--- config.mk ---
export PLATFORM = sky130hd
export DESIGN_NAME = scr1_dmem_router_np_flat
export DESIGN_NICKNAME = d
export VERILOG_FILES = /design/src/rtl/scr1_dmem_router_np_pkg.sv /design/src/rtl/scr1_dmem_router_np_if.sv /design/src/rtl/scr1_dmem_router_np_chk.sv /design/src/rtl/scr1_dmem_router_np_selq.sv /design/src/rtl/scr1_dmem_router_np.sv /design/src/flat_wrapper.sv
export SDC_FILE = /design/constraint.sdc
export NUM_CORES = 1
export LEC_CHECK = 0
export BUFFER_PORTS_ARGS = -buffer_cell sky130_fd_sc_hd__buf_2
export CORE_AREA = 2 2 204 206
export DETAILED_ROUTE_END_ITERATION = 10
export DIE_AREA = 0 0 206 208
export PLACE_DENSITY = 0.37
export SLEW_MARGIN = 10
export SYNTH_ARGS = -nofsm -noshare
export SYNTH_HDL_FRONTEND = slang
export SYNTH_SLANG_ARGS = --single-unit
--- constraint.sdc ---
create_clock -name clk -period 4.1 [get_ports clk]
set_clock_uncertainty 0.1 [all_clocks]
set_input_delay 0.615 -clock clk [delete_from_list [all_inputs] [get_ports clk]]
set_output_delay 0.615 -clock clk [all_outputs]
set_load 0.1 [all_outputs]
--- src/rtl/scr1_dmem_router_np_pkg.sv ---
// Shared types, select encoding and address decode for the SCR1 DMEM N-port router.
package scr1_dmem_router_pkg;

  typedef enum logic [1:0] {
    SCR1_MEM_CMD_RD    = 2'b00,
    SCR1_MEM_CMD_WR    = 2'b01,
    SCR1_MEM_CMD_ERROR = 2'b11
  } type_scr1_mem_cmd_e;

  typedef enum logic [1:0] {
    SCR1_MEM_WIDTH_BYTE  = 2'b00,
    SCR1_MEM_WIDTH_HWORD = 2'b01,
    SCR1_MEM_WIDTH_WORD  = 2'b10,
    SCR1_MEM_WIDTH_ERROR = 2'b11
  } type_scr1_mem_width_e;

  typedef enum logic [1:0] {
    SCR1_MEM_RESP_NOTRDY = 2'b00,
    SCR1_MEM_RESP_RDY_OK = 2'b01,
    SCR1_MEM_RESP_RDY_ER = 2'b10,
    SCR1_MEM_RESP_ERROR  = 2'b11
  } type_scr1_mem_resp_e;

  // Select code is sized for the largest supported port count so every instance shares it.
  localparam int MAX_PORTS = 8;
  localparam int MAX_DEPTH = 4;
  localparam int SEL_W     = $clog2(MAX_PORTS + 1);
  localparam int CNT_W     = $clog2(MAX_DEPTH + 1);
  localparam logic [SEL_W-1:0] SEL_ERR = {SEL_W{1'b1}};

  typedef logic [MAX_PORTS-1:0][31:0] addr_tbl_t;

  function automatic logic [SEL_W-1:0] dmem_decode(
    input logic [31:0] addr,
    input addr_tbl_t   mask,
    input addr_tbl_t   pattern,
    input int          num_ports,
    input int          default_port,
    input logic        default_en
  );
    logic [SEL_W-1:0] sel;
    logic             hit;
    sel = default_en ? SEL_W'(default_port) : SEL_ERR;
    hit = 1'b0;
    for (int i = 0; i < MAX_PORTS; i++) begin
      if (!hit && (i < num_ports) && (i != default_port) && ((addr & mask[i]) == pattern[i])) begin
        sel = SEL_W'(i);
        hit = 1'b1;
      end
    end
    return sel;
  endfunction

endpackage

--- src/rtl/scr1_dmem_router_np_if.sv ---
// Core-side DMEM bus plus the fanned-out per-target buses of the router.
interface scr1_dmem_router_np_if
  import scr1_dmem_router_pkg::*;
#(
  parameter int NUM_PORTS = 4,
  parameter int ADDR_W    = 32,
  parameter int DATA_W    = 32
);
  logic                                 dmem_req;
  logic                                 dmem_req_ack;
  type_scr1_mem_cmd_e                   dmem_cmd;
  type_scr1_mem_width_e                 dmem_width;
  logic [ADDR_W-1:0]                    dmem_addr;
  logic [DATA_W-1:0]                    dmem_wdata;
  logic [DATA_W-1:0]                    dmem_rdata;
  type_scr1_mem_resp_e                  dmem_resp;

  logic [NUM_PORTS-1:0]                 port_req;
  logic [NUM_PORTS-1:0]                 port_req_ack;
  type_scr1_mem_cmd_e   [NUM_PORTS-1:0] port_cmd;
  type_scr1_mem_width_e [NUM_PORTS-1:0] port_width;
  logic [NUM_PORTS-1:0][ADDR_W-1:0]     port_addr;
  logic [NUM_PORTS-1:0][DATA_W-1:0]     port_wdata;
  logic [NUM_PORTS-1:0][DATA_W-1:0]     port_rdata;
  type_scr1_mem_resp_e  [NUM_PORTS-1:0] port_resp;

  modport master (
    output dmem_req, dmem_cmd, dmem_width, dmem_addr, dmem_wdata,
    input  dmem_req_ack, dmem_rdata, dmem_resp,
    input  port_req, port_cmd, port_width, port_addr, port_wdata,
    output port_req_ack, port_rdata, port_resp
  );

  modport slave (
    input  dmem_req, dmem_cmd, dmem_width, dmem_addr, dmem_wdata,
    output dmem_req_ack, dmem_rdata, dmem_resp,
    output port_req, port_cmd, port_width, port_addr, port_wdata,
    input  port_req_ack, port_rdata, port_resp
  );
endinterface

--- src/rtl/scr1_dmem_router_np_chk.sv ---
// Simulation-only protocol checks for the DMEM router.
module scr1_dmem_router_np_chk
  import scr1_dmem_router_pkg::*;
#(
  parameter int NUM_PORTS = 4,
  parameter int MAX_OUTST = 2
)(
  input logic                 clk,
  input logic                 rst,
  input logic                 i_req,
  input logic [SEL_W-1:0]     i_sel,
  input type_scr1_mem_cmd_e   i_cmd,
  input type_scr1_mem_width_e i_width,
  input logic [CNT_W-1:0]     i_count,
  input logic [NUM_PORTS-1:0] i_port_req
);
  a_req_known: assert property (@(posedge clk) disable iff (rst)
    i_req |-> !$isunknown({i_sel, i_cmd, i_width}));
  a_count_max: assert property (@(posedge clk) disable iff (rst)
    i_count <= CNT_W'(MAX_OUTST));
  a_req_onehot: assert property (@(posedge clk) disable iff (rst)
    $onehot0(i_port_req));
endmodule

--- src/rtl/scr1_dmem_router_np_selq.sv ---
// In-order FIFO of target selects for outstanding requests; also tracks the tail select.
module scr1_dmem_router_selq
  import scr1_dmem_router_pkg::*;
#(
  parameter int DEPTH = 2
)(
  input  logic             clk,
  input  logic             rst,
  input  logic             i_push,
  input  logic [SEL_W-1:0] i_push_sel,
  input  logic             i_pop,
  output logic [SEL_W-1:0] o_head_sel,
  output logic [SEL_W-1:0] o_last_sel,
  output logic [CNT_W-1:0] o_count,
  output logic             o_full,
  output logic             o_empty
);
  logic [SEL_W-1:0] r_mem [MAX_DEPTH];
  logic [1:0]       r_wptr;
  logic [1:0]       r_rptr;
  logic [CNT_W-1:0] r_count;
  logic [SEL_W-1:0] r_last_sel;
  logic             w_do_push;
  logic             w_do_pop;

  function automatic logic [1:0] ptr_inc(input logic [1:0] p);
    return (p == 2'(DEPTH - 1)) ? 2'd0 : p + 2'd1;
  endfunction

  assign o_empty    = (r_count == '0);
  assign o_full     = (r_count == CNT_W'(DEPTH));
  assign w_do_pop   = i_pop && !o_empty;
  assign w_do_push  = i_push && (!o_full || w_do_pop);
  assign o_head_sel = r_mem[r_rptr];
  assign o_last_sel = r_last_sel;
  assign o_count    = r_count;

  // Storage, pointers and occupancy.
  always_ff @(posedge clk or posedge rst) begin
    if (rst) begin
      r_wptr     <= 2'd0;
      r_rptr     <= 2'd0;
      r_count    <= '0;
      r_last_sel <= '0;
      for (int i = 0; i < MAX_DEPTH; i++) r_mem[i] <= '0;
    end else begin
      if (w_do_push) begin
        r_mem[r_wptr] <= i_push_sel;
        r_wptr        <= ptr_inc(r_wptr);
        r_last_sel    <= i_push_sel;
      end
      if (w_do_pop) r_rptr <= ptr_inc(r_rptr);
      case ({w_do_push, w_do_pop})
        2'b10:   r_count <= r_count + CNT_W'(1);
        2'b01:   r_count <= r_count - CNT_W'(1);
        default: r_count <= r_count;
      endcase
    end
  end
endmodule

--- src/rtl/scr1_dmem_router_np.sv ---
// SCR1 DMEM router: decodes core requests onto NUM_PORTS targets with in-order,
// zero-latency request and response paths and an internal sink for unmapped addresses.
module scr1_dmem_router_np
  import scr1_dmem_router_pkg::*;
#(
  parameter int                          NUM_PORTS         = 4,
  parameter int                          ADDR_W            = 32,
  parameter int                          DATA_W            = 32,
  parameter int                          MAX_OUTST         = 2,
  parameter logic [NUM_PORTS-1:0][31:0]  PORT_ADDR_MASK    = {NUM_PORTS{32'hFFFF0000}},
  parameter logic [NUM_PORTS-1:0][31:0]  PORT_ADDR_PATTERN = {32'h00030000, 32'h00020000,
                                                              32'h00010000, 32'h00000000},
  parameter int                          DEFAULT_PORT      = 0,
  parameter bit                          DEFAULT_EN        = 1'b1
)(
  input  logic                 clk,
  input  logic                 rst,
  scr1_dmem_router_np_if.slave bus,
  output logic                 unmapped_err
);
  localparam addr_tbl_t L_MASK    = (MAX_PORTS * 32)'(PORT_ADDR_MASK);
  localparam addr_tbl_t L_PATTERN = (MAX_PORTS * 32)'(PORT_ADDR_PATTERN);

  logic [SEL_W-1:0]    w_sel;
  logic [SEL_W-1:0]    w_head_sel;
  logic [SEL_W-1:0]    w_last_sel;
  logic [CNT_W-1:0]    w_count;
  logic                w_full;
  logic                w_empty;
  type_scr1_mem_resp_e w_head_resp;
  logic [DATA_W-1:0]   w_head_rdata;
  logic                w_tgt_ack;
  logic                w_head_done;
  logic                w_allow;
  logic                w_issue;
  logic                w_push;
  logic                r_unmapped_err;

  assign w_sel = dmem_decode(32'(bus.dmem_addr), L_MASK, L_PATTERN,
                             NUM_PORTS, DEFAULT_PORT, DEFAULT_EN);

  scr1_dmem_router_selq #(.DEPTH(MAX_OUTST)) u_selq (
    .clk        (clk),
    .rst        (rst),
    .i_push     (w_push),
    .i_push_sel (w_sel),
    .i_pop      (w_head_done),
    .o_head_sel (w_head_sel),
    .o_last_sel (w_last_sel),
    .o_count    (w_count),
    .o_full     (w_full),
    .o_empty    (w_empty)
  );

  // Head response mux and accept of the decoded target; the error sink answers at head.
  always_comb begin
    w_head_resp  = SCR1_MEM_RESP_NOTRDY;
    w_head_rdata = '0;
    w_tgt_ack    = (w_sel == SEL_ERR);
    for (int i = 0; i < NUM_PORTS; i++) begin
      w_head_resp  = (!w_empty && (w_head_sel == SEL_W'(i))) ? bus.port_resp[i]  : w_head_resp;
      w_head_rdata = (!w_empty && (w_head_sel == SEL_W'(i))) ? bus.port_rdata[i] : w_head_rdata;
      w_tgt_ack    = (w_sel == SEL_W'(i)) ? bus.port_req_ack[i] : w_tgt_ack;
    end
    w_head_resp = (!w_empty && (w_head_sel == SEL_ERR)) ? SCR1_MEM_RESP_RDY_ER : w_head_resp;
  end

  // A count of one whose head finishes now lets the core switch targets without a bubble.
  assign w_head_done = !w_empty && (w_head_resp != SCR1_MEM_RESP_NOTRDY);
  assign w_allow     = w_empty
                    || ((w_sel == w_last_sel) && (w_count < CNT_W'(MAX_OUTST)))
                    || ((w_count == CNT_W'(1)) && w_head_done);
  assign w_issue     = !rst && bus.dmem_req && w_allow;
  assign w_push      = w_issue && w_tgt_ack;

  assign bus.dmem_req_ack = w_push;
  assign bus.dmem_resp    = w_head_resp;
  assign bus.dmem_rdata   = w_head_rdata;

  // Per-port request strobes and request-field fan-out.
  always_comb begin
    bus.port_req   = '0;
    bus.port_addr  = '0;
    bus.port_wdata = '0;
    for (int i = 0; i < NUM_PORTS; i++) begin
      bus.port_req[i] = w_issue && (w_sel == SEL_W'(i));
`ifdef SCR1_XPROP_EN
      bus.port_cmd[i]   = (w_sel == SEL_W'(i)) ? bus.dmem_cmd   : SCR1_MEM_CMD_ERROR;
      bus.port_width[i] = (w_sel == SEL_W'(i)) ? bus.dmem_width : SCR1_MEM_WIDTH_ERROR;
      bus.port_addr[i]  = (w_sel == SEL_W'(i)) ? bus.dmem_addr  : {ADDR_W{1'bx}};
      bus.port_wdata[i] = (w_sel == SEL_W'(i)) ? bus.dmem_wdata : {DATA_W{1'bx}};
`else
      bus.port_cmd[i]   = bus.dmem_cmd;
      bus.port_width[i] = bus.dmem_width;
      bus.port_addr[i]  = bus.dmem_addr;
      bus.port_wdata[i] = bus.dmem_wdata;
`endif
    end
  end

  // Unmapped-access flag, visible the cycle after the sink accepts.
  always_ff @(posedge clk or posedge rst) begin
    if (rst) r_unmapped_err <= 1'b0;
    else     r_unmapped_err <= w_push && (w_sel == SEL_ERR);
  end

  assign unmapped_err = r_unmapped_err;

`ifndef SYNTHESIS
  scr1_dmem_router_np_chk #(.NUM_PORTS(NUM_PORTS), .MAX_OUTST(MAX_OUTST)) u_chk (
    .clk        (clk),
    .rst        (rst),
    .i_req      (bus.dmem_req),
    .i_sel      (w_sel),
    .i_cmd      (bus.dmem_cmd),
    .i_width    (bus.dmem_width),
    .i_count    (w_count),
    .i_port_req (bus.port_req)
  );
`endif
endmodule

--- src/flat_wrapper.sv ---
// flat-port wrapper written by rule: the top's interface ports become plain ports
module scr1_dmem_router_np_flat import scr1_dmem_router_pkg::*;
#(
  parameter int                          NUM_PORTS         = 4,
  parameter int                          ADDR_W            = 32,
  parameter int                          DATA_W            = 32,
  parameter int                          MAX_OUTST         = 2,
  parameter logic [NUM_PORTS-1:0][31:0]  PORT_ADDR_MASK    = {NUM_PORTS{32'hFFFF0000}},
  parameter logic [NUM_PORTS-1:0][31:0]  PORT_ADDR_PATTERN = {32'h00030000, 32'h00020000,
                                                              32'h00010000, 32'h00000000},
  parameter int                          DEFAULT_PORT      = 0,
  parameter bit                          DEFAULT_EN        = 1'b1
)
  (clk, rst, unmapped_err, bus_dmem_req, bus_dmem_cmd, bus_dmem_width, bus_dmem_addr, bus_dmem_wdata, bus_dmem_req_ack, bus_dmem_rdata, bus_dmem_resp, bus_port_req, bus_port_cmd, bus_port_width, bus_port_addr, bus_port_wdata, bus_port_req_ack, bus_port_rdata, bus_port_resp);
  scr1_dmem_router_np_if #(.NUM_PORTS(NUM_PORTS), .ADDR_W(ADDR_W), .DATA_W(DATA_W)) bus_i ();
  input  logic clk;
  input  logic rst;
  output logic unmapped_err;
  input wire logic [$bits(bus_i.dmem_req)-1:0] bus_dmem_req;
  input wire logic [$bits(bus_i.dmem_cmd)-1:0] bus_dmem_cmd;
  input wire logic [$bits(bus_i.dmem_width)-1:0] bus_dmem_width;
  input wire logic [$bits(bus_i.dmem_addr)-1:0] bus_dmem_addr;
  input wire logic [$bits(bus_i.dmem_wdata)-1:0] bus_dmem_wdata;
  output wire logic [$bits(bus_i.dmem_req_ack)-1:0] bus_dmem_req_ack;
  output wire logic [$bits(bus_i.dmem_rdata)-1:0] bus_dmem_rdata;
  output wire logic [$bits(bus_i.dmem_resp)-1:0] bus_dmem_resp;
  output wire logic [$bits(bus_i.port_req)-1:0] bus_port_req;
  output wire logic [$bits(bus_i.port_cmd)-1:0] bus_port_cmd;
  output wire logic [$bits(bus_i.port_width)-1:0] bus_port_width;
  output wire logic [$bits(bus_i.port_addr)-1:0] bus_port_addr;
  output wire logic [$bits(bus_i.port_wdata)-1:0] bus_port_wdata;
  input wire logic [$bits(bus_i.port_req_ack)-1:0] bus_port_req_ack;
  input wire logic [$bits(bus_i.port_rdata)-1:0] bus_port_rdata;
  input wire logic [$bits(bus_i.port_resp)-1:0] bus_port_resp;
  assign bus_i.dmem_req = bus_dmem_req;
  assign bus_i.dmem_cmd = bus_dmem_cmd;
  assign bus_i.dmem_width = bus_dmem_width;
  assign bus_i.dmem_addr = bus_dmem_addr;
  assign bus_i.dmem_wdata = bus_dmem_wdata;
  assign bus_dmem_req_ack = bus_i.dmem_req_ack;
  assign bus_dmem_rdata = bus_i.dmem_rdata;
  assign bus_dmem_resp = bus_i.dmem_resp;
  assign bus_port_req = bus_i.port_req;
  assign bus_port_cmd = bus_i.port_cmd;
  assign bus_port_width = bus_i.port_width;
  assign bus_port_addr = bus_i.port_addr;
  assign bus_port_wdata = bus_i.port_wdata;
  assign bus_i.port_req_ack = bus_port_req_ack;
  assign bus_i.port_rdata = bus_port_rdata;
  assign bus_i.port_resp = bus_port_resp;
  scr1_dmem_router_np #(.NUM_PORTS(NUM_PORTS), .ADDR_W(ADDR_W), .DATA_W(DATA_W), .MAX_OUTST(MAX_OUTST), .PORT_ADDR_MASK(PORT_ADDR_MASK), .PORT_ADDR_PATTERN(PORT_ADDR_PATTERN), .DEFAULT_PORT(DEFAULT_PORT), .DEFAULT_EN(DEFAULT_EN)) u_core (.clk(clk), .rst(rst), .bus(bus_i), .unmapped_err(unmapped_err));
endmodule
[Yosys cells after proc, flatten, opt, wreduce, memory -nomap -nowiden]
Index checks and enable logic that the tools add are counted.
Storage, ports and cells
  flip-flop bits (word level): 28
  latch bits: 0
  bits in writable memories: 0
  memory bits (read-only): 0
  bits of input ports: 211
  output and inout port bits: 312
  memories: 0
Operators by class
  add/subtract/negate cells: 4
  $mul: 0
  div/mod/pow operators: 0
  $lt $le $gt $ge: 4
  equal/unequal tests: 18
  shift operators: 0
  multiplexer cells: 27
  bitwise operators: 2
  reduce and logical (&&, ||, !) cells: 34
Operator list (number)
  32-bit two-way mux: 4
  16-bit by 2-bit == test with 1-bit output (second input constant): 2
  1-bit logical AND: 21
  4-bit two-way mux: 5
  16-bit bitwise mux: 1
  16-bit by 1-bit == test with 1-bit output (second input constant): 1
  4-bit by 2-bit == test with 1-bit output (second input constant): 4
  2-bit two-way mux: 7
  4-bit binary-select mux with 2-bit select: 1
  4-bit demux with 2-bit select: 1
  4-bit by 1-bit == test with 1-bit output (second input constant): 2
  4-bit == test (second input constant): 2
  4-bit logical NOT: 2
  1-bit two-way mux: 7
  2-bit by 1-bit == test with 1-bit output (second input constant): 3
  3-bit >= comparator (second input constant): 2
  2-bit NOT with 3-bit output: 2
  3-bit case mux with 2 select lines: 1
  1-bit logical NOT: 5
  2-bit by 1-bit adder with 2-bit output (second input constant): 2
  4-bit == test: 1
  2-bit nonzero test: 2
  3-bit by 1-bit adder with 3-bit output (second input constant): 1
  3-bit by 1-bit == test with 1-bit output (second input constant): 1
  other kinds (7): 9

[Depth between registers and ports, before layout]
Gate-level depths: netlist of run 1.
  depth in word-level cells: 20
  mapped depth: 9
  gate-level depth less buffers: 8

[Modules after synthesis]
Synthesis of run 1 repeated with hierarchy kept, for this count alone.
Second synthesis, totals
  cell total of the unflattened synthesis: 480
  area total of the unflattened synthesis: 4610.7 um2
By module, submodules not included
  scr1_dmem_router_np: instances 1, cells each 400, area an instance 3395.8 um2, sequential area each 0.0 um2
  scr1_dmem_router_selq: instances 1, cells each 80, area an instance 1214.9 um2, sequential area each 675.6 um2

[Worst setup path before layout of run 1]
No wires, ideal clock.
  kind: input to output
  start point: input bus_dmem_addr[25]
  end point: output bus_port_req[1]
  data arrival time: 4366 ps
  data required time: 3385 ps
  setup slack: -981 ps
  cell stages on the path: 6
  cells stage by stage: or4_1 nor4_2 xnor2_1 a31oi_2 a21o_1 nor3b_1
Between the ends
  cells in the longest elaborated chain, start to end: 14
RTL lines
  start: declaration: RTL line flat_wrapper.sv:22  | input wire logic [$bits(bus_i.dmem_addr)-1:0] bus_dmem_addr;
  16-bit by 1-bit == test with 1-bit output: RTL line scr1_dmem_router_np_pkg.sv:46  | if (!hit && (i < num_ports) && (i != default_port) && ((addr & mask[i]) == pattern[i])) begin
  1-bit two-way mux: RTL line scr1_dmem_router_np_pkg.sv:46
  1-bit logical NOT: RTL line scr1_dmem_router_np_pkg.sv:46
  1-bit logical AND: RTL line scr1_dmem_router_np_pkg.sv:46
  1-bit two-way mux: RTL line scr1_dmem_router_np_pkg.sv:46
  1-bit logical NOT: RTL line scr1_dmem_router_np_pkg.sv:46
  1-bit logical AND: RTL line scr1_dmem_router_np_pkg.sv:46
  4-bit two-way mux *: RTL line scr1_dmem_router_np_pkg.sv:46
  4-bit == test: RTL line scr1_dmem_router_np.sv:71  | || ((w_sel == w_last_sel) && (w_count < CNT_W'(MAX_OUTST)))
  1-bit logical AND: RTL line scr1_dmem_router_np.sv:71
  1-bit logical OR: RTL line scr1_dmem_router_np.sv:71
  1-bit logical OR: RTL line scr1_dmem_router_np.sv:72  | || ((w_count == CNT_W'(1)) && w_head_done);
  1-bit logical AND: RTL line scr1_dmem_router_np.sv:73  | assign w_issue = !rst && bus.dmem_req && w_allow;
  1-bit logical AND *: RTL line scr1_dmem_router_np.sv:86  | bus.port_req[i] = w_issue && (w_sel == SEL_W'(i));
  end: declaration: RTL line flat_wrapper.sv:27  | output wire logic [$bits(bus_i.port_req)-1:0] bus_port_req;
Mark *: on every way between the ends. The rest lies on a longest branch, timed or not.

[Worst setup path in the final report of run 1]
Ends and elaborated chain as after synthesis.

==> impl_results.md, run 1 <==
- Drt first pass iters: 4
- Syn Inst Count: 468
- Worst path arrival time: 3.05 ns
- DRC errors left: 0
- Post-CTS Resized: 0
- Seq pwr share: 11.9%
- Async set-reset flop share out of synthesis: 100%
- Grt total ovfl: 0
- CTS sink cnt: 17
- Internal Power: 639 uW
- Global Route Usage Sum: 5.79%
- Met3 global-route usage: 2.71%
- Finish-stage setup viols: 0
- RSZ-0062 raised after global routing: false
- Min-Delay Path Class: primary input to asynchronous set/reset pin
- Routed Antenna Nets: 0
- Routed vias/inst: 2.88
- Hold-fix buffers, CTS: 0
- DR iter-0 viols: 83
- Post-CTS setup buffers: 0
- I/O pins: 523
- Area added between synthesis and finish: 2.43%
- Fin cells: 987
- FMAX: 0.265 GHz
- Logic pwr share: 78.5%
- Max Cap Viol: 0
- CTS tree: yes
- Clock Latency Late Sink: 0.25 ns
- Tmin final: 3.77 ns
- Post-synthesis cell area: 0.00428 sq mm
- M2 GR Usage: 9.49%
- Nets: 672
- Root Buffer: clkbuf_16
- Port bufs: 261
- Total wire length: 13.5 mm
- Cell variety after synth: 45
- CP Data Required Time: 3.38 ns
- Multi-input gate area: 0.00174 sq mm
- Most crowded layer after global routing: met2
- Synth warn: 0
- Post-synth net total: 684
- Number of enable flip-flop cells after synthesis: 0
- RePlAce Congestion: 0.850
- Post-Place Cells: 983
- Worst hold margin: 0.294 ns
- Number of global-route vias before repair: 3051
- Global-route wire length before repair: 18.8 mm
- Die H: 208 um
- Outcome: complete, no violations
- Least-Margin Pin Slew: 0.635 ns
- # rows: 74
- Post-synthesis sequential area ratio: 9.94%
- Area of the core: 0.0406 sq mm
- Clock Tree Buf Depth: 2
- Largest net degree at the start of global routing: 33
- Synth Flop Type: dfrtp_1
- Slew margin rel.: 57.5%
- Final slew viol count: 0
- Ant diodes: 0
- Die X: 206 um
- Met1 Usage GRT: 6.50%
- Total power divided by cell area: 462 mW/mm^2
- Leak: 1.91 nW
- Worst Setup End Kind: output port
- Reg clk slew, reported paths: 0.05 ns
- Max VDD drop: 0.164 mV
- Initial cell density of the core: 10.6%
- Switch Pwr: 1.39 mW
- Setup Crit Path Kind: primary input to output port
- Type of origin of the critical path: primary input
- Final Cycle Share: 91.9%
- CTS buffer count: 3
- Via count: 2846
- Fraction of layout instances using a drive strength above 1: 74.1%
- Synthesis-stage register bit count: 17
- Syn_area_per_cell: 9.14 sq um
- Die area: 0.0428 sq mm
- FF/Latch Area: 425 sq um
- Hold Violations, Final: 0
- Initial antenna violation count: 0
- # fillers: 4733
- Drt wl/cell: 13.6 um
- Clock power share: 9.6%
- Hpwl dp: 11.7 mm
- H-tree Lvls: 1
- CP max FO: 5
- Sw frac: 68.5%
-- per-layer routing --
layer	part of all wire, %	up-vias
met3	12	29
met5	0.46	-
met1	37	1336
met4	2.3	2
met2	48	209
li1	-	1270
-- worst max-delay path, stage by stage --
cell	delay [ns]
buf_2	0.12
or4_1	0.67
nor4_2	0.40
xnor2_1	0.21
a31oi_2	0.16
a21o_1	0.26
nor3b_1	0.39
buf_12	0.23
-- synthesized netlist by cell type (2+ instances only) --
master      n  area share, %
a21boi_0    2           0.35
a21oi_1     2           0.23
a31o_2      2           0.41
a31oi_1     3           0.44
buf_2       5           0.58
buf_4     273             48
clkbuf_1    6           0.53
dfrtp_1    17            9.9
ha_1        5            1.5
inv_1       7           0.61
mux2_2     12            3.2
mux2i_1     4           0.94
mux4_2     35             18
nand2_1     3           0.26
nand3_1     5           0.58
nor2_1     14            1.2
nor2b_1    35            5.1
nor3b_1     2           0.35
nor4_2      2           0.58
o21a_1      2           0.35
o21ai_0     2           0.23
or3b_2      2           0.41
or4_4       2           0.53
xnor2_1     5            1.0
-- state kept, by name, indices dropped and copies added (netlist names) --
signal	count
u_core.u_selq.o_count	3
u_core.u_selq.r_rptr	2
u_core.u_selq.r_mem	8
u_core.u_selq.r_wptr	2
u_core.u_selq.o_last_sel	2
-- power groups by stage --
stage                     Clock, mW  Sequential (mW)  Combinational (mW)
final                         0.195            0.242                1.59
after CTS                     0.203            0.242                1.61
after floorplan                   0            0.232                2.29
after detailed placement          0            0.244                1.60
after global placement            0            0.245                1.61
after global routing          0.214            0.247                1.67
-- cells by family after synthesis --
| kind of cell | synth area share [%] |
|---|---|
| AND/OR/NAND/NOR | 11.3 |
| XOR/XNOR | 1.02 |
| flip-flops | 9.94 |
| buffers and inverters | 49.7 |
| AO/OA/AOI/OAI | 3.95 |
| other | 0.0876 |
| adder cells (fa/ha/maj) | 1.46 |
| multiplexers | 22.5 |
-- cell type report --
type / count / area share [%]
clock buffer: 3 / 1.71
clock inverter: 1 / 0.114
inverter: 7 / 0.599
multi-input combinational: 159 / 39.7
sequential: 17 / 9.71
tap: 532 / 15.2
timing repair buffer: 268 / 33.0
-- layout by cell type (no fill, tap or decap), drive strengths merged, types with 3 or more instances in the layout --
cell type / synthesis / layout
ha: 5 / 5
buf: 279 / 268
or4: 3 / 3
nor2: 14 / 14
mux4: 35 / 35
mux2i: 4 / 4
mux2: 12 / 12
dfrtp: 17 / 17
nand3: 5 / 5
clkbuf: 6 / 3
inv: 7 / 7
xnor2: 5 / 5
nor2b: 35 / 35
nand2: 4 / 4
a21oi: 3 / 3
a31oi: 4 / 4
-- through the flow --
stage / area [sq um] / TNS [ns] / worst slack, ns / util (%) / power, mW
after floorplan: 4280 / -2.02 / -0.981 / - / 2.52
after global placement: 4300 / 0 / 0.273 / 10.6 / 1.86
after detailed placement: 4300 / 0 / 0.284 / 10.6 / 1.85
after CTS: 4380 / 0 / 0.261 / 10.8 / 2.05
after global routing: 4380 / 0 / 0.114 / 10.8 / 2.13
final: 4380 / 0 / 0.333 / 10.8 / 2.03
-- path summary, 6_finish.rpt --
kind                                          from                  endpoint  slack (ns)  cells after the start
setup reg to reg           u_core.u_selq.r_rptr[0]    u_core.u_selq.r_mem[1]        1.04                      7
min in group clk           u_core.u_selq.r_mem[12]   u_core.u_selq.r_mem[12]        0.41                      1
hold reg to reg            u_core.u_selq.r_mem[12]   u_core.u_selq.r_mem[12]        0.41                      1
hold / removal                                 rst   u_core.u_selq.r_rptr[1]        0.29                      3
setup / recovery                 bus_dmem_addr[25]           bus_port_req[1]        0.33                      8
max in group asynchronous                      rst  u_core.u_selq.o_count[0]        3.39                      3
(Power assumes the default switching activity.)
==> run 2, diff against run 1 <==
- GPL_TIMING_DRIVEN: default -> 0
==> run 2 against run 1 <==
Against the previous run: worst hold slack improved by 0.086 ns; design area rose by 68%; combinational power is 69% higher; largest cell class is now buffers.
==> impl_results.md, run 2 (same netlist as run 1, synthesis figures left out) <==
- Initial cell density of the core: 10.6% (unchanged)
- Slew margin rel.: 45.9% (was 57.5%)
- Worst R2R End: u_core.u_selq.r_mem[9] (was u_core.u_selq.r_mem[1])
- Die X: 206 um (unchanged)
- Final slew viol count: 0 (unchanged)
- Drt first pass iters: 4 (unchanged)
- Die H: 208 um (unchanged)
- Pwr Total: 3.11 mW (was 2.03 mW)
- Largest net degree at the start of global routing: 19 (was 33)
- Worst Setup SP: bus_dmem_addr[25] (unchanged)
- Flop-to-flop setup slack: 1.04 ns (about the same)
- Die area: 0.0428 sq mm (unchanged)
- # rows: 74 (unchanged)
- Worst path arrival time: 3.21 ns (was 3.05 ns)
- Reg clk slew, reported paths: 0.05 ns (about the same)
- Routed vias/inst: 3.10 (was 2.88)
- Fraction of layout instances using a drive strength above 1: 86.5% (was 74.1%)
- CTS tree: yes (unchanged)
- FMAX: 0.255 GHz (was 0.265 GHz)
- H-tree Lvls: 1 (unchanged)
- Grt total ovfl: 0 (unchanged)
- RSZ-0062 raised after global routing: false (unchanged)
- Final setup TNS: 0 ns (unchanged)
- Cell Area, Placed: 0.00730 sq mm (was 0.00430 sq mm)
- Commonest non-fill, non-tap cells in the layout: 473 x buf_2, 273 x buf_4, 35 x mux4_2, 35 x nor2b_1, 17 x dfrtp_1 (was 256 x buf_2, 35 x mux4_2, 34 x nor2b_1)
- Type of origin of the critical path: primary input (unchanged)
- Worst Setup End Kind: output port (unchanged)
- DR iter-0 viols: 141 (was 83)
- DRC errors left: 0 (unchanged)
- Leak: 4.02 nW (was 1.91 nW)
- Global-route wire length before repair: 26.6 mm (was 18.8 mm)
- CP max FO: 10 (was 5)
- Outcome: complete, no violations (unchanged)
- Hold-fix buffers, CTS: 0 (unchanged)
- Routed Antenna Nets: 0 (unchanged)
- Total power divided by cell area: 422 mW/mm^2 (was 462 mW/mm^2)
- Max VDD drop: 0.126 mV (was 0.164 mV)
- Clock Tree Buf Depth: 2 (unchanged)
- Clock Latency Late Sink: 0.25 ns (about the same)
- Global Route Usage Sum: 7.90% (was 5.79%)
- R2R cell count: 8 (was 7)
- CP Data Required Time: 3.38 ns (about the same)
- Least-Margin Pin Slew: 0.810 ns (was 0.635 ns)
- Via count: 4569 (was 2846)
- Ant diodes: 0 (unchanged)
- Hold Violations, Final: 0 (unchanged)
- Area added between synthesis and finish: 72.4% (was 2.43%)
- Drt wl/cell: 12.6 um (was 13.6 um)
- Root Buffer: clkbuf_16 (unchanged)
- Max FFs per register: 8 (unchanged)
- Port bufs: 469 (was 261)
- Setup Crit Path Kind: primary input to output port (unchanged)
- Total wire length: 18.6 mm (was 13.5 mm)
- Hpwl dp: 17.0 mm (was 11.7 mm)
- RePlAce Congestion: 0.793 (was 0.850)
- R2R Path Start: u_core.u_selq.o_count[1] (was u_core.u_selq.r_rptr[0])
- Final instance area: 0.00738 sq mm (was 0.00438 sq mm)
- Leading cell type in the layout, fill and taps excluded: buf_2 (unchanged)
- Final Cycle Share: 95.8% (was 91.9%)
- Reg with most FFs: u_core.u_selq.r_mem (unchanged)
- Nets: 1158 (was 672)
- Finish-stage setup viols: 0 (unchanged)
- Tmin final: 3.93 ns (was 3.77 ns)
- Number of global-route vias before repair: 4469 (was 3051)
- Slowest cell on crit path: or4_1 (unchanged)
- I/O pins: 523 (unchanged)
- CP max stage delay: 0.67 ns (about the same)
- Initial antenna violation count: 0 (unchanged)
- Critical path, cell by cell: buf_2 > or4_1 > nor4_2 > xnor2_1 > a31oi_2 > a211oi_4 > clkbuf_4 (was buf_2 > or4_1 > nor4_2 > xnor2_1 > a31oi_2 > a21o_1 > nor3b_1 > buf_12)
- Max Cap Viol: 0 (unchanged)
- Area of the core: 0.0406 sq mm (unchanged)
- CTS buffer count: 3 (unchanged)
- Min-Delay Path Class: primary input to asynchronous set/reset pin (unchanged)
- CTS sink cnt: 17 (unchanged)
==> run 2: cell count changes in the layout (fill, tap and decap cells not counted), moves of 6 or more <==
cell,before,now
buf_12,6,0
buf_4,6,273
clkbuf_1,0,7
buf_2,256,473
==> run 2: cell type report <==
cell class	instances	area, sq um
plain buffers	285	2100
clock buffers	4	78.8
fillers	4633	33200
inverters	7	26.3
multi-input cells	159	1730
flip-flops and latches	17	425
well taps	532	666
repair buffers	469	2350
==> run 2: routing by layer <==
metal | vias to the layer above | track usage, % | share of wire, %
met5 | - | 0 | 0
met4 | 0 | 0.616 | 0.34
met3 | 6 | 0.815 | 5.8
met2 | 187 | 15.5 | 54
met1 | 2130 | 9.45 | 39
li1 | 2246 | - | -
==> run 2: stage by stage <==
step | utilization [%] | hold WS [ns] | instances | worst slack [ns]
floorplan | - | 0.374 | 468 | -0.981
global placement | 18.0 | 0.385 | 1469 | 0.0204
detailed placement | 18.0 | 0.389 | 1469 | 0.0261
CTS | 18.2 | 0.401 | 1473 | 0.00852
global route | 18.2 | 0.413 | 1473 | 0.0280
finish | 18.2 | 0.380 | 1473 | 0.171
==> run 2: worst max path at each step <==
stage | endpoint | depth (start not counted)
after floorplan | bus_port_req[1] | 6
after global placement | bus_dmem_req_ack | 7
after detailed placement | bus_dmem_req_ack | 7
after CTS | bus_dmem_req_ack | 7
after global routing | bus_dmem_req_ack | 7
final | bus_dmem_req_ack | 7
==> run 2: critical path: cells and delay by family <==
| family | cells | cell delay [ns] |
|---|---|---|
| AOI/OAI and AO/OA | 2 | 0.69 |
| xor gates and xnor gates | 1 | 0.22 |
| buffers and inverters | 2 | 0.58 |
| and+or+nand+nor | 2 | 1.10 |
==> run 2: what timing repair did <==
action,in CTS,in global routing
endpoints found under the setup margin,0,1
resized for setup,0,1
setup buffers,0,0
endpoints found under the hold margin,0,0
==> run 2: power by group <==
| group | internal, mW | leakage (nW) | switching, mW |
|---|---|---|---|
| logic | 0.522 | 3.75 | 2.16 |
| clock network | 0.132 | 0.0382 | 0.0631 |
| registers | 0.200 | 0.226 | 0.0386 |
| total | 0.853 | 4.02 | 2.26 |
==> run 3, diff against run 2 <==
- CELL_PAD_IN_SITES_DETAIL_PLACEMENT: default -> 0
- CELL_PAD_IN_SITES_GLOBAL_PLACEMENT: default -> 1
- PLACE_DENSITY: 0.37 -> 0.5
==> run 3 against run 2 <==
Against the previous run: sequential cell count is the same; sequential share of layout area is essentially flat; global-route usage grew 0.14 points.
==> impl_results.md, run 3 (same netlist as run 1, synthesis figures left out) <==
- Outcome: complete, no violations (unchanged)
- Post-CTS setup buffers: 0 (unchanged)
- Fin cells: 1475 (was 1473)
- Drt wl/cell: 13.0 um (was 12.6 um)
- Total wire length: 19.2 mm (was 18.6 mm)
- Crit path capture: bus_dmem_req_ack (unchanged)
- FMAX: 0.254 GHz (was 0.255 GHz)
- CP Data Required Time: 3.38 ns (about the same)
- Hpwl dp: 17.6 mm (was 17.0 mm)
- Initial cell density of the core: 10.6% (unchanged)
- Initial antenna violation count: 1 (was 0)
- Clock Latency Late Sink: 0.25 ns (about the same)
- Slowest cell on crit path: or4_1 (unchanged)
- Worst path arrival time: 3.22 ns (was 3.21 ns)
- Drt first pass iters: 4 (unchanged)
- Tmin final: 3.93 ns (about the same)
- Post-Place Cells: 1469 (unchanged)
- Worst Setup End Kind: output port (unchanged)
- R2R Path Start: u_core.u_selq.o_count[1] (unchanged)
- Root Buffer: clkbuf_16 (unchanged)
- Die X: 206 um (unchanged)
- Routed vias/inst: 3.11 (was 3.10)
- CTS buffer count: 3 (unchanged)
- Global Route Usage Sum: 8.04% (was 7.90%)
- Largest net degree at the start of global routing: 19 (unchanged)
- Max Cap Viol: 0 (unchanged)
- H-tree Lvls: 1 (unchanged)
- Number of global-route vias before repair: 4395 (was 4469)
- Die H: 208 um (unchanged)
- Worst R2R End: u_core.u_selq.r_mem[9] (unchanged)
- Least-Margin Pin Slew: 1.02 ns (was 0.810 ns)
- RePlAce Congestion: 0.787 (was 0.793)
- DR iter-0 viols: 139 (was 141)
- CTS sink cnt: 17 (unchanged)
- # rows: 74 (unchanged)
- Final setup TNS: 0 ns (unchanged)
- Reg clk slew, reported paths: 0.05 ns (about the same)
- Final slew viol count: 0 (unchanged)
- Post-CTS Resized: 0 (unchanged)
- Commonest non-fill, non-tap cells in the layout: 473 x buf_2, 273 x buf_4, 35 x mux4_2, 35 x nor2b_1, 17 x dfrtp_1 (unchanged)
- Flop-to-flop setup slack: 0.88 ns (was 1.04 ns)
- I/O pins: 523 (unchanged)
- Cell Area, Placed: 0.00730 sq mm (unchanged)
- Port bufs: 469 (unchanged)
- Die area: 0.0428 sq mm (unchanged)
- Nets: 1158 (unchanged)
- Core Util, Final: 18.2% (about the same)
- Max FFs per register: 8 (unchanged)
- CP max stage delay: 0.67 ns (about the same)
- Setup Crit Path Kind: primary input to output port (unchanged)
- RSZ-0062 raised after global routing: false (unchanged)
- Global-route wire length before repair: 26.6 mm (about the same)
- Via count: 4591 (was 4569)
- Reg with most FFs: u_core.u_selq.r_mem (unchanged)
- Final Cycle Share: 95.9% (was 95.8%)
- DRC errors left: 0 (unchanged)
- Hold-fix buffers, CTS: 0 (unchanged)
- Clock Tree Buf Depth: 2 (unchanged)
- Grt total ovfl: 0 (unchanged)
- Max VDD drop: 0.144 mV (was 0.126 mV)
- Routed Antenna Nets: 0 (unchanged)
- Hold Violations, Final: 0 (unchanged)
- CP max FO: 10 (unchanged)
- Type of origin of the critical path: primary input (unchanged)
- CTS tree: yes (unchanged)
- Final instance area: 0.00738 sq mm (about the same)
- Min-Delay Path Class: primary input to asynchronous set/reset pin (unchanged)
- Slew margin rel.: 31.9% (was 45.9%)
- Total power divided by cell area: 422 mW/mm^2 (about the same)
- Worst Setup SP: bus_dmem_addr[25] (unchanged)
- Critical path, cell by cell: buf_2 > or4_1 > nor4_2 > xnor2_1 > a31oi_2 > a211oi_4 > clkbuf_4 (unchanged)
- Leak: 4.02 nW (about the same)
- Fraction of layout instances using a drive strength above 1: 86.6% (was 86.5%)
- R2R cell count: 8 (unchanged)
- Leading cell type in the layout, fill and taps excluded: buf_2 (unchanged)
- Area added between synthesis and finish: 72.6% (was 72.4%)
- Area of the core: 0.0406 sq mm (unchanged)
- Finish-stage setup viols: 0 (unchanged)
==> run 3: routing by layer <==
layer	share of wire, %	global-route usage [%]	vias to the layer above	wire length, um
li1	-	-	2245	-
met1	39	9.77	2150	7530
met2	54	15.4	184	10400
met3	5.9	0.799	12	1130
met4	0.94	0.936	0	180
met5	0	0	-	0
==> run 3: worst max-delay path, delay by kind of cell <==
| family | cells | cell delay (ns) |
|---|---|---|
| compound gates | 2 | 0.67 |
| xor+xnor | 1 | 0.23 |
| buf+inv | 2 | 0.58 |
| simple gates | 2 | 1.11 |
==> run 3: worst min path at each step <==
stage                                      start                        to  slack [ns]
after detailed placement  u_core.u_selq.r_mem[8]    u_core.u_selq.r_mem[8]        0.39
final                                        rst   u_core.u_selq.r_rptr[1]        0.37
after global placement    u_core.u_selq.r_mem[9]    u_core.u_selq.r_mem[9]        0.39
after CTS                                    rst  u_core.u_selq.o_count[2]        0.41
after global routing      u_core.u_selq.r_mem[1]    u_core.u_selq.r_mem[1]        0.42
after floorplan           u_core.u_selq.r_mem[4]    u_core.u_selq.r_mem[4]        0.37
==> run 3: cell type report <==
class | instances | area (sq um)
Fill cell | 4647 | 33200
Clock buffer | 3 | 75.1
Inverter | 7 | 26.3
Buffer | 285 | 2100
Timing Repair Buffer | 469 | 2350
Antenna cell | 2 | 5.00
Multi-Input combinational cell | 159 | 1730
Sequential cell | 17 | 425
Tap cell | 532 | 666
Clock inverter | 1 | 5.00
==> run 3: where the power goes <==
part | switching [mW] | leakage, nW | internal, mW
clock | 0.0647 | 0.0409 | 0.130
combinational | 2.16 | 3.75 | 0.522
sequential | 0.0391 | 0.226 | 0.200
==> run 3: metrics by stage <==
step           hold WS, ns  setup slack, ns  total power, mW
6_report             0.372            0.170             3.12
5_1_grt              0.420           0.0194             3.24
4_1_cts              0.406           0.0209             3.14
3_5_place_dp         0.395           0.0318             2.94
3_3_place_gp         0.386           0.0504             2.95
2_1_floorplan        0.374           -0.981             2.52
